--- src/rtl/pipeline_pkg.sv ---
// Shared types for the five-stage pipeline: hazard FSM states, register address width,
// and the all-zero control word a bubble loads into ID/EX.
package pipeline_pkg;

  localparam int REG_ADDR_W = 6;

  typedef enum logic [1:0] {
    ST_RUN   = 2'd0,
    ST_STALL = 2'd1,
    ST_FLUSH = 2'd2
  } hz_state_e;

  typedef struct packed {
    logic regw;
    logic memw;
    logic memr;
    logic brz;
    logic brn;
    logic j;
    logic wai;
  } ctrl_t;

  localparam ctrl_t CTRL_BUBBLE = '0;

endpackage

--- src/rtl/hazard_perf_counters.sv ---
// Two saturating event counters (stall cycles, accepted branch flushes); 1-cycle update latency.
// No backpressure: each counter pins at all-ones instead of wrapping.
module hazard_perf_counters #(
  parameter int CNT_W = 32
) (
  input  logic             clk_i,
  input  logic             rst_i,
  input  logic             stall_inc_i,
  input  logic             flush_inc_i,
  output logic [CNT_W-1:0] stall_cnt_o,
  output logic [CNT_W-1:0] flush_cnt_o
);

  logic [CNT_W-1:0] stall_q, stall_d;
  logic [CNT_W-1:0] flush_q, flush_d;

  always_comb begin
    stall_d = stall_q;
    flush_d = flush_q;
    if (stall_inc_i && (stall_q != '1)) stall_d = stall_q + 1'b1;
    if (flush_inc_i && (flush_q != '1)) flush_d = flush_q + 1'b1;
  end

  always_ff @(posedge clk_i) begin
    if (rst_i) begin
      stall_q <= '0;
      flush_q <= '0;
    end else begin
      stall_q <= stall_d;
      flush_q <= flush_d;
    end
  end

  assign stall_cnt_o = stall_q;
  assign flush_cnt_o = flush_q;

endmodule

--- src/rtl/pipeline_hazard_ctrl.sv ---
// Hazard controller: Mealy outputs from RUN/STALL/FLUSH state, zero latency; mem_busy freezes everything.
// Counters exist only when HAZARD_PERF_EN is defined, otherwise the counter ports read 0.
module pipeline_hazard_ctrl #(
  parameter int REG_ADDR_W   = pipeline_pkg::REG_ADDR_W,
  parameter int FLUSH_CYCLES = 2,
  parameter int CNT_W        = 32
) (
  input  logic                  clock,
  input  logic                  reset,
  input  logic [REG_ADDR_W-1:0] id_rs,
  input  logic [REG_ADDR_W-1:0] id_rt,
  input  logic                  id_uses_rs,
  input  logic                  id_uses_rt,
  input  logic [REG_ADDR_W-1:0] ex_rd,
  input  logic                  ex_memr,
  input  logic                  branch_taken,
  input  logic                  mem_busy,
  output logic                  pc_write,
  output logic                  ifid_write,
  output logic                  ifid_flush,
  output logic                  idex_write,
  output logic                  idex_bubble,
  output logic [CNT_W-1:0]      stall_cycles,
  output logic [CNT_W-1:0]      flush_events
);
  import pipeline_pkg::*;

  localparam bit       MULTI_FLUSH = (FLUSH_CYCLES > 1);
  localparam bit [2:0] FCNT_INIT   = 3'(FLUSH_CYCLES - 1);

  hz_state_e state_q, state_d;
  logic [2:0] fcnt_q, fcnt_d;
  logic       luh;

  assign luh = ex_memr && (ex_rd != '0) &&
               ((id_uses_rs && (id_rs == ex_rd)) || (id_uses_rt && (id_rt == ex_rd)));

  always_comb begin
    pc_write    = 1'b1;
    ifid_write  = 1'b1;
    idex_write  = 1'b1;
    ifid_flush  = 1'b0;
    idex_bubble = 1'b0;
    state_d     = state_q;
    fcnt_d      = fcnt_q;
    if (reset) begin
      pc_write    = 1'b0;
      ifid_write  = 1'b0;
      idex_write  = 1'b0;
      ifid_flush  = 1'b1;
      idex_bubble = 1'b1;
      state_d     = ST_RUN;
      fcnt_d      = '0;
    end else if (mem_busy) begin
      pc_write   = 1'b0;
      ifid_write = 1'b0;
      idex_write = 1'b0;
    end else begin
      unique case (state_q)
        ST_RUN, ST_STALL: begin
          if (branch_taken) begin
            ifid_flush  = 1'b1;
            idex_bubble = 1'b1;
            if (MULTI_FLUSH) begin
              state_d = ST_FLUSH;
              fcnt_d  = FCNT_INIT;
            end else begin
              state_d = ST_RUN;
            end
          // A stall is only ever one bubble; the load is in MEM by the STALL cycle.
          end else if (luh && (state_q == ST_RUN)) begin
            pc_write    = 1'b0;
            ifid_write  = 1'b0;
            idex_bubble = 1'b1;
            state_d     = ST_STALL;
          end else begin
            state_d = ST_RUN;
          end
        end
        ST_FLUSH: begin
          ifid_flush  = 1'b1;
          idex_bubble = 1'b1;
          fcnt_d      = fcnt_q - 3'd1;
          if (fcnt_q <= 3'd1) state_d = ST_RUN;
        end
        default: state_d = ST_RUN;
      endcase
    end
  end

  always_ff @(posedge clock) begin
    if (reset) begin
      state_q <= ST_RUN;
      fcnt_q  <= '0;
    end else begin
      state_q <= state_d;
      fcnt_q  <= fcnt_d;
    end
  end

`ifdef HAZARD_PERF_EN
  logic stall_inc;
  logic flush_inc;

  assign stall_inc = !reset && !pc_write;
  assign flush_inc = !reset && !mem_busy && branch_taken && (state_q != ST_FLUSH);

  hazard_perf_counters #(
    .CNT_W(CNT_W)
  ) u_perf (
    .clk_i      (clock),
    .rst_i      (reset),
    .stall_inc_i(stall_inc),
    .flush_inc_i(flush_inc),
    .stall_cnt_o(stall_cycles),
    .flush_cnt_o(flush_events)
  );
`else
  assign stall_cycles = '0;
  assign flush_events = '0;
`endif

endmodule

--- config.mk ---
export PLATFORM = sky130hd
export DESIGN_NAME = pipeline_hazard_ctrl
export DESIGN_NICKNAME = d
export VERILOG_FILES = /design/src/rtl/pipeline_pkg.sv /design/src/rtl/hazard_perf_counters.sv /design/src/rtl/pipeline_hazard_ctrl.sv
export SDC_FILE = /design/constraint.sdc
export NUM_CORES = 1
export LEC_CHECK = 0
export BUFFER_PORTS_ARGS = -buffer_cell sky130_fd_sc_hd__buf_2
export CORE_MARGIN = 2
export CORE_UTILIZATION = 33
export CTS_CLUSTER_DIAMETER = 200
export CTS_CLUSTER_SIZE = 28
export DETAILED_ROUTE_END_ITERATION = 10
export PLACE_DENSITY = 0.78
export SYNTH_ARGS = -nofsm -noshare
export SYNTH_HDL_FRONTEND = slang
export SYNTH_SLANG_ARGS = --single-unit
--- constraint.sdc ---
create_clock -name clock -period 1.1 [get_ports clock]
set_input_delay 0.055 -clock clock [delete_from_list [all_inputs] [get_ports clock]]
set_output_delay 0.055 -clock clock [all_outputs]
set_load 0.01 [all_outputs]
### After elaboration in Yosys (flattened, before gate mapping)

Index checks and enable logic that the tools add are counted.

| word-level totals | value |
|---|---|
| bits in registers | 5 |
| input port bits | 25 |
| logic and storage cells | 45 |

| operators by class | value |
|---|---|
| add/subtract/negate cells | 1 |
| magnitude comparators | 1 |
| equality and inequality tests | 6 |
| muxes and demuxes | 22 |
| bitwise logic cells | 1 |
| reductions and logical operators | 12 |

Operators with widths:

| operator | count |
|---|---|
| $mux 1 | 15 |
| $eq 6x6->1 | 2 |
| $pmux 3 s2 | 1 |
| $reduce_bool 6->1 | 1 |
| $logic_and 1x1->1 | 5 |
| $mux 2 | 2 |
| $ne 2x2->1 const B | 2 |
| $pmux 1 s2 | 2 |
| $pmux 2 s2 | 1 |
| $le 3x1->1 const B | 1 |
| $mux 3 | 1 |
| $reduce_and 3->1 | 1 |
| $sub 3x1->3 const B | 1 |
| $eq 2x1->1 const B | 1 |
| $eq 2x2->1 const B | 1 |
| $logic_not 2->1 | 1 |
| $reduce_and 2->1 | 1 |
| $reduce_bool 2->1 | 1 |
| $reduce_or 2->1 | 1 |
| $logic_or 1x1->1 | 1 |
| $not 1->1 | 1 |

### Longest topological paths before layout

| depth | value |
|---|---|
| depth in word-level cells | 10 |
| mapped depth | 6 |
| mapped depth without buffers | 6 |

### Worst setup path before layout

OpenSTA, ideal clock, no wires.

| timing path | value |
|---|---|
| path type | reg2reg |
| start point | register state_q[0] |
| end point | register state_q[0] |
| setup time | 75 ps |
| arrival | 1,149 ps |
| data required time | 1,025 ps |
| path slack | -124 ps |
| cell stages (with the launch flop) | 5 |
| buffers on the path | 0 |
| clock period less this slack | 1,224 ps |
| path through | dfxtp_1 > nor3b_2 > o31ai_4 > or4_1 > o22ai_1 |

| on the way | value |
|---|---|
| cells in the longest elaborated chain, start to end | 5 |
| elaborated cells on any way between the ends | 10 |
| classes of those cells | 3 x eq/ne; 3 x mux; 4 x reduce/logical |

Ends and longest elaborated chain:

| item | line | source |
|---|---|---|
| from (decl) | pipeline_hazard_ctrl.sv:31 | `hz_state_e state_q, state_d;` |
| from (signal assigned) | pipeline_hazard_ctrl.sv:96 | `state_q <= state_d;` |
| $logic_not 2->1 | pipeline_hazard_ctrl.sv:59, pipeline_hazard_ctrl.sv:71 |  |
| $logic_and 1x1->1 | pipeline_hazard_ctrl.sv:71 | `end else if (luh && (state_q == ST_RUN)) begin` |
| $mux 1 | pipeline_hazard_ctrl.sv:71 |  |
| $mux 2 | pipeline_hazard_ctrl.sv:61 | `if (branch_taken) begin` |
| $pmux 2 s2 | pipeline_hazard_ctrl.sv:59 | `unique case (state_q)` |

Several ways; a longest one is shown, not always the timed one.
A chain may end at the register's enable or synchronous reset.

### Final worst setup path

| timing path | value |
|---|---|
| start point | register state_q[1] |
| end point | register state_q[0] |

Same word-level chain as after synthesis.

==> metrics.md <==
| Metric | Value |
|---|---|
| Violated checks | negative setup slack |
| First DRT Iteration DRCs | 4 |
| Met2 usage | 0.183 |
| Wire length of the first global-routing pass | 2.06 mm |
| Max VDD drop | 0.583 mV |
| RSZ-0062 raised after global routing | yes |
| Syn Inst Count | 123 |
| Ports | 94 |
| Count of final setup violators | 8 |
| Clock tree sinks | 5 |
| DR pass1 iterations | 3 |
| Number of global-route vias before repair | 513 |
| Tcrit/Tclk final | 1.27 |
| Routed via count | 708 |
| Die width | 57.6 µm |
| Pre-CTS setup slack | -0.184 ns |
| Total GRT Usage | 0.0848 |
| Area delta synth->final | 7.12% |
| Remaining DRCs | 0 |
| Final worst slack | -0.298 ns |
| Critical-path top delay cell | or4_1 |
| Fillers | 299 |
| Initial antenna violation count | 0 |
| Sequential area share after synthesis | 0.105 |
| H-Tree Depth | 1 |
| Mean post-synth cell area | 7.72 µm² |
| Register bit total from synthesis | 5 |
| Critical path, cell by cell | nor3b_4 > o31ai_4 > or4_1 > o22ai_1 |
| Commonest cells after routing, fill and taps aside | conb_1 (64), buf_2 (29), xnor2_1 (13) |
| Fin nets | 186 |
| Total wire length | 1.72 mm |
| Max-slew violations | 0 |
| Total die area | 0.00332 mm² |
| CTS tree | done |
| Ys flop type | dfxtp_1 |
| Synthesis Warnings | 0 |
| Largest cells by area after synthesis | buf_4 (51%), xnor2_1 (12%), dfxtp_1 (11%) |
| Initial Util | 0.347 |
| Reg clk slew, reported paths | 0.04 ns |
| Largest net degree at the start of global routing | 11 |
| Antenna-violating nets left | 0 |
| PnR Total Power | 0.779 mW |
| Grt peak-use layer | met2 |
| Port Buffers | 29 |
| Max Cap Violations | 0 |
| Final setup skew | 0.00339 ns |
| Worst path depth | 4 |
| Crit path time final | 1.40 ns |
| Req. time, crit path | 1.27 ns |
| Synth cell types | 27 |
| Routed vias/inst | 3.73 |
| Netlist Area Pre-Place | 950 µm² |
| CP Class | flip-flop to flip-flop |
| Pleak | 0.527 nW |
| CTS buffer count | 3 |
| Row cnt | 19 |
| RePlAce Congestion | 0.779 |
| Fin. Hold Viols | 0 |
| Top cell type's share of synthesized area | 0.514 |
| Share of layout cells above drive strength 1 | 0.327 |
| Detailed Place HPWL | 1.35 mm |
| Clock Path Buffers | 2 |
| Status | complete, but fails checks |
| Cell taking the most area after synthesis | buf_4 |
| Async SR Flop Fraction | 0 |
| R2R depth | 4 |
| Clk_lat worst skew | 0.25 ns |
| Power Density | 766 mW/mm² |
| Root buf cell | clkbuf_4 |
| Cell family contributing the most delay on the critical path | simple AND/OR/NAND/NOR gates |
| Commonest non-fill, non-tap cell in the layout | conb_1 |
| Routing usage on met1 | 0.0658 |
| Fmax | 715 MHz |
| Number of synthesized flops with an enable pin | 0 |
| Hold Path Depth | 2 |
| Global route overflow | 0 |
| Crit end category | flip-flop |
| Critical Path AT | 1.57 ns |
| Worst-path fanout max | 3 |
| CP peak stage delay | 0.53 ns |
| CP bufs+invs | 0 |
| Core area | 0.00273 mm² |
| Met3 GRT Util | 0.0446 |
| Crit start category | flip-flop |
| Number of antenna cells inserted | 0 |
| Die H | 57.6 µm |
| Routed wire per std cell | 9.07 µm |
| Worst hold path class | input pin to flip-flop |
[power by group]
group / switching, mW / total, mW / leakage, nW / internal, mW
Combinational: 0.217 / 0.355 / 0.471 / 0.138
Sequential: 0.00859 / 0.201 / 0.0417 / 0.192
Clock: 0.0857 / 0.223 / 0.0150 / 0.138
Total: 0.311 / 0.779 / 0.527 / 0.468
[sequential cells by signal (all words and copies together), names as in the netlist]
signal	flops
fcnt_q	3
state_q	2
[repair_timing]
item | in CTS | in global routing
pin swaps | 2 | 4
buffers inserted | 1 | 1
endpoints found under the setup margin | 8 | 9
resized for setup | 6 | 9
hold buffers | 0 | 0
[worst paths after layout]
kind | startpoint | to | slack (ns)
min reg2reg | state_q[0] | state_q[0] | 0.50
max | state_q[1] | state_q[0] | -0.30
min | reset | state_q[1] | 0.08
max reg2reg | state_q[1] | state_q[0] | -0.30
[synth_stat cells (2+ instances only)]
cell type and instances:
nor3_1 3, nor2_1 8, buf_4 65, nand2b_1 2, nand3_1 2, dfxtp_1 5
inv_1 4, xnor2_1 13, a21oi_1 2, nand4_1 2
[cell families after synthesis]
family,synth area share
adders and majority gates,0.0132
DFF,0.105
xor gates and xnor gates,0.120
muxes,0.0105
and+or+nand+nor,0.128
buffers and inverters,0.540
AOI/OAI and AO/OA,0.0791
other,0.00395
[through the flow]
| stage | instance area [µm²] | setup TNS (ns) | instances | utilization | hold slack [ns] |
|---|---|---|---|---|---|
| final | 1020 | -1.42 | 190 | 0.372 | 0.0836 |
| after global routing | 1020 | -1.98 | 190 | 0.372 | 0.0850 |
| after CTS | 968 | -1.36 | 189 | 0.354 | 0.0762 |
| after detailed placement | 910 | -0.784 | 184 | 0.333 | 0.335 |
| after global placement | 910 | -0.704 | 184 | 0.333 | 0.325 |
| after floorplan | 1190 | -0.183 | 186 | - | 0.238 |
[per-layer routing]
layer  part of all wire  wire [µm]
met5                  0          0
met4              0.015         26
met3               0.12        199
met2               0.57        984
met1               0.30        512
[final cells by class]
class / count / area [µm²] / area share
repair buffers: 36 / 205 / 0.202
inverters: 4 / 15.0 / 0.0148
multi-input cells: 110 / 629 / 0.619
flip-flops and latches: 5 / 103 / 0.101
clock buffers: 4 / 26.3 / 0.0258
well taps: 31 / 38.8 / 0.0381
No activity file was read; power rests on OpenSTA's default activity.
